File: src/rtl/instr_fetch.sv
// instr_fetch: MIPS fetch stage. Owns the PC, drives the combinational imem and fills IF/ID.
// Define FETCH_PERF_CNT_EN to add the fetch_count output (number of valid IF/ID captures).
module instr_fetch #(
  parameter logic [31:0] RESET_PC = 32'h0000_0000,
  parameter logic [31:0] PC_STEP  = 32'd4
) (
  input  logic        clk,
  input  logic        rst,
  input  logic        stall,
  input  logic        redirect_valid,
  input  logic [31:0] redirect_pc,
  input  logic        halt_req,
  output logic [31:0] imem_addr,
  input  logic [31:0] imem_instr,
  output logic        ifid_valid,
  output logic [31:0] ifid_instr,
  output logic [31:0] ifid_pc,
  output logic [31:0] ifid_pc_plus4,
  output logic        misalign_err
`ifdef FETCH_PERF_CNT_EN
  ,
  output logic [31:0] fetch_count
`endif
);

  typedef enum logic [1:0] {
    BOOT = 2'd0,
    RUN  = 2'd1,
    HALT = 2'd2
  } state_t;

  state_t      state;
  state_t      state_nxt;
  logic [31:0] pc;
  logic [31:0] pc_nxt;
  logic [31:0] pc_inc;
  logic [31:0] redirect_aligned;
  logic        valid_nxt;
  logic [31:0] instr_nxt;
  logic [31:0] ifid_pc_nxt;
  logic [31:0] ifid_pc_plus4_nxt;
  logic        misalign_nxt;
  logic        capture;

  assign pc_inc           = pc + PC_STEP;
  assign redirect_aligned = {redirect_pc[31:2], 2'b00};
  assign imem_addr        = pc;

  always_ff @(posedge clk or posedge rst) begin
    if (rst) begin
      state <= BOOT;
    end else begin
      state <= state_nxt;
    end
  end

  // Redirect beats halt beats stall in RUN; HALT still takes redirects but never captures.
  always_comb begin
    state_nxt         = state;
    pc_nxt            = pc;
    valid_nxt         = ifid_valid;
    instr_nxt         = ifid_instr;
    ifid_pc_nxt       = ifid_pc;
    ifid_pc_plus4_nxt = ifid_pc_plus4;
    misalign_nxt      = 1'b0;
    capture           = 1'b0;
    case (state)
      BOOT: begin
        state_nxt = halt_req ? HALT : RUN;
      end
      RUN: begin
        if (redirect_valid) begin
          pc_nxt       = redirect_aligned;
          valid_nxt    = 1'b0;
          instr_nxt    = 32'h0000_0000;
          misalign_nxt = |redirect_pc[1:0];
        end else if (halt_req) begin
          valid_nxt = 1'b0;
          instr_nxt = 32'h0000_0000;
          state_nxt = HALT;
        end else if (!stall) begin
          capture           = 1'b1;
          valid_nxt         = 1'b1;
          instr_nxt         = imem_instr;
          ifid_pc_nxt       = pc;
          ifid_pc_plus4_nxt = pc_inc;
          pc_nxt            = pc_inc;
        end
      end
      HALT: begin
        valid_nxt = 1'b0;
        instr_nxt = 32'h0000_0000;
        if (redirect_valid) begin
          pc_nxt       = redirect_aligned;
          misalign_nxt = |redirect_pc[1:0];
        end
        state_nxt = halt_req ? HALT : RUN;
      end
      default: begin
        state_nxt = BOOT;
      end
    endcase
  end

  always_ff @(posedge clk or posedge rst) begin
    if (rst) begin
      pc            <= RESET_PC;
      ifid_valid    <= 1'b0;
      ifid_instr    <= 32'h0000_0000;
      ifid_pc       <= 32'h0000_0000;
      ifid_pc_plus4 <= 32'h0000_0000;
      misalign_err  <= 1'b0;
    end else begin
      pc            <= pc_nxt;
      ifid_valid    <= valid_nxt;
      ifid_instr    <= instr_nxt;
      ifid_pc       <= ifid_pc_nxt;
      ifid_pc_plus4 <= ifid_pc_plus4_nxt;
      misalign_err  <= misalign_nxt;
    end
  end

`ifdef FETCH_PERF_CNT_EN
  always_ff @(posedge clk or posedge rst) begin
    if (rst) begin
      fetch_count <= 32'h0000_0000;
    end else if (capture) begin
      fetch_count <= fetch_count + 32'd1;
    end
  end
`endif

endmodule

File: config.mk
export PLATFORM = sky130hd
export DESIGN_NAME = instr_fetch
export DESIGN_NICKNAME = d
export VERILOG_FILES = /design/src/rtl/instr_fetch.sv
export SDC_FILE = /design/constraint.sdc
export NUM_CORES = 1
export LEC_CHECK = 0
export BUFFER_PORTS_ARGS = -buffer_cell sky130_fd_sc_hd__buf_2
export CAP_MARGIN = 25
export CORE_MARGIN = 5
export CORE_UTILIZATION = 55
export CTS_CLUSTER_SIZE = 24
export DETAILED_ROUTE_END_ITERATION = 6
export PLACE_DENSITY = 0.86
export SETUP_SLACK_MARGIN = 0.4
export SLEW_MARGIN = 30
export SYNTH_ARGS = -nofsm -noshare
export SYNTH_HDL_FRONTEND = slang
export SYNTH_SLANG_ARGS = --single-unit
File: constraint.sdc
create_clock -name clk -period 8.1 [get_ports clk]
set_input_delay 0.81 -clock clk [delete_from_list [all_inputs] [get_ports clk]]
set_output_delay 0.81 -clock clk [all_outputs]
set_load 0.02 [all_outputs]
==> impl_metrics.csv <==
group,metric,value,unit
sta,setup_tns,0,ns
worst_setup_path,path_max_fanout,39,
logic_synthesis,yosysWarnings,0,
power,p_clk_share,20.3,%
placed_design,gp_congestion,0.8977,
power,p_switching,0.001608,W
worst_setup_path,critPathCaptureType,"register",
power,combPwrFrac,44.9,%
logic_synthesis,ys.flop_type,"dfrtp_1",
cts,post_cts_buffers,0,
final_layout,final_cell_mix,"buf_2 (192), dfrtp_1 (126), nand2_1 (122), a22o_1 (32), nor2_1 (31)",
power,leakage,3.732,nW
sta,hold_viol_final,0,
sta,worst_pin_slew,0.8167,ns
logic_synthesis,async_reset_ff_share,100.0,%
sta,max_freq,333.8,MHz
logic_synthesis,synth_cells,651,
worst_setup_path,path_class,"register to register",
floorplan,die_h,115.8,um
cts,cts_max_level,4,
sta,max_slew_margin,45.55,%
global_route,antenna_found_initial,0,
global_route,grt_usage,27.40,%
route,first_pass_iters,6,
status,outcome,"finished clean",
sta,period_share,36.98,%
sta,fin_crit,2.996,ns
cts,cts-root-buf,"clkbuf_8",
floorplan,io_pins,199,
route,wl_per_cell,18.98,um
global_route,grt_max_degree,91,
logic_synthesis,avgSynthCellArea,9.460,um2
worst_setup_path,startpoint_type,"register",
global_route,overflow,0,
final_layout,final_cell_count_no_fill,958,
route,wirelength,18.18,mm
cts,cts_hold_buf,0,
final_layout,final_common_cell,"buf_2",
sta,report.final.slew_viol_count,0,
floorplan,dieArea,13410,um2
final_layout,drive_gt1_share,29.34,%
flow_run,maxCapViolations,0,
logic_synthesis,ys_ff_latch,126,
cts,cts.sinks,126,
logic_synthesis,yosysUniqueCellTypes,58,
final_layout,syn2layout_area_growth,24.22,%
cts,cts_buffers,17,
power,seqPwrFrac,34.8,%
worst_setup_path,critPathArrivalTime,3.45,ns
logic_synthesis,synth_edf_count,0,
power,max-vdd-ir-drop,0.2152,mV
route,vias_per_cell,6.172,
global_route,grt_pass1_wl,29.23,mm
floorplan,rows,38,
route,vias,5913,
placed_design,place_hpwl,12.43,mm
power,powerDensity,458.8,nW/um2
floorplan,core,10890,um2
sta,finalSetupViolCount,0,
global_route,grt_pass1_vias,5681,
sta,clock_skew,0.005865,ns
cts,cts_resized,0,
placed_design,placedCellCount,927,
final_layout,antenna_cells,0,
worst_hold_path,min_path_type,"input pin to async pin",
cts,clock_path_buffers,2,
power,total_power,0.003509,W
logic_synthesis,seq_area_frac_synth,51.20,%
cts,cts_tree,"done",
floorplan,die_x,115.8,um
route,drcViolationCount,0,
final_layout,num-nets-final,879,
placed_design,dp_slack,4.909,ns
cts,clk_pin_slew,0.06,ns
route,drtIter0Drc,667,
power,p_int,0.001902,W
worst_setup_path,worstPathRequired,8.55,ns
power,switching_share,45.81,%
sta,rsz0062_at_grt,"false",
route,detail-route-antenna-nets,0,
placed_design,port-buffer-count,192,
logic_synthesis,synth_area,6158,um2
cts,worst_skew_pair.late_latency,0.52,ns
sta,worst_slack,5.104,ns
floorplan,initial_core_util,56.56,%
## cell families after synthesis
family                   Yosys count  synth area share (%)
AND/OR/NAND/NOR                  260                 20.32
AO/OA/AOI/OAI                    168                 20.09
flip-flops                       126                 51.20
buffers and inverters             78                 5.465
XOR/XNOR                          11                 1.564
adder cells (fa/ha/maj)            4                0.8127
multiplexers                       3                0.4876
other                              1               0.06089
## worst max-delay path: stages, from the launching register on
cell     delay [ns]
dfrtp_1        0.41
inv_1          0.10
ha_1           0.78
inv_1          0.24
a211o_1        0.29
buf_4          0.26
or4b_2         0.72
nand3_1        0.11
## sequential cells by signal, summed over array words and instances, names as in the netlist
register,flops
state,2
ifid_pc,30
misalign_err,1
ifid_pc_plus4,30
imem_addr,30
ifid_instr,32
ifid_valid,1
## final timing paths
kind                       cells past startpoint  slack [ns]        start                 to
min                                            2        0.31          rst      ifid_instr[9]
max in group asynchronous                      3        6.65          rst  ifid_pc_plus4[31]
max reg2reg                                    7        5.10     state[0]      imem_addr[16]
min in group clk                               2        0.47  ifid_pc[23]        ifid_pc[23]
min reg2reg                                    2        0.47  ifid_pc[23]        ifid_pc[23]
max                                            7        5.10     state[0]      imem_addr[16]
## synth_stat cells, drive strengths merged (2+ instances only)
| library cell | number | area, um2 |
|---|---|---|
| or4b | 2 | 20.02 |
| nand2 | 122 | 457.9 |
| a32oi | 16 | 140.1 |
| nor4 | 3 | 18.77 |
| nand4b | 2 | 17.52 |
| nor3 | 6 | 30.03 |
| a21o | 3 | 22.52 |
| or3 | 20 | 125.1 |
| ha | 4 | 50.05 |
| a21oi | 16 | 80.08 |
| xor2 | 6 | 52.55 |
| o22ai | 6 | 37.54 |
| nor4b | 2 | 17.52 |
| o31ai | 14 | 105.1 |
| o311ai | 3 | 26.28 |
| inv | 9 | 33.78 |
| dfrtp | 126 | 3153 |
| nor2b | 2 | 12.51 |
| nand3 | 26 | 135.1 |
| o21ai | 22 | 110.1 |
| a31oi | 18 | 112.6 |
| and4 | 2 | 17.52 |
| xnor2 | 5 | 43.79 |
| clkbuf | 51 | 192.7 |
| and3 | 5 | 31.28 |
| o211ai | 14 | 105.1 |
| or4 | 14 | 108.9 |
| a211o | 2 | 17.52 |
| nor2 | 32 | 120.1 |
| a22o | 32 | 280.3 |
| a2bb2oi | 6 | 52.55 |
| or2 | 3 | 18.77 |
| a2111oi | 3 | 26.28 |
| and2 | 3 | 18.77 |
| a32o | 2 | 20.02 |
| nand4 | 15 | 93.84 |
| buf | 18 | 110.1 |
| mux2i | 3 | 30.03 |
## metrics by stage
| stage | hold WS, ns | util [%] | cell area [um2] |
|---|---|---|---|
| after floorplan | 0.4735 | - | 6177 |
| after global placement | 0.4555 | 65.13 | 7092 |
| after detailed placement | 0.4603 | 65.17 | 7096 |
| after CTS | 0.3019 | 70.19 | 7642 |
| after global routing | 0.3400 | 70.26 | 7650 |
| final | 0.3051 | 70.26 | 7650 |
## layout make-up
type / count / area [um2]
multi-input cells: 452 / 2714
well taps: 140 / 175.2
flip-flops and latches: 126 / 3153
repair buffers: 200 / 1025
inverters: 9 / 36.28
fillers: 793 / 3238
clock inverters: 8 / 90.09
clock buffers: 23 / 456.7
## power by group through the flow
stage          registers, W  clock network [W]  logic [W]
2_1_floorplan       0.00144                  0   0.000794
3_3_place_gp        0.00120                  0    0.00151
3_5_place_dp        0.00121                  0    0.00156
4_1_cts             0.00121           0.000718    0.00157
5_1_grt             0.00126           0.000744    0.00170
6_report            0.00122           0.000713    0.00157
## layer usage
layer	GRT usage [%]	share of wire [%]	vias up
met2	42.08	46	390
met5	0	0	-
li1	-	-	2679
met4	8.817	2.7	0
met3	7.572	12	61
met1	38.12	40	2783
Note: power is estimated with default switching activity, not from simulation.
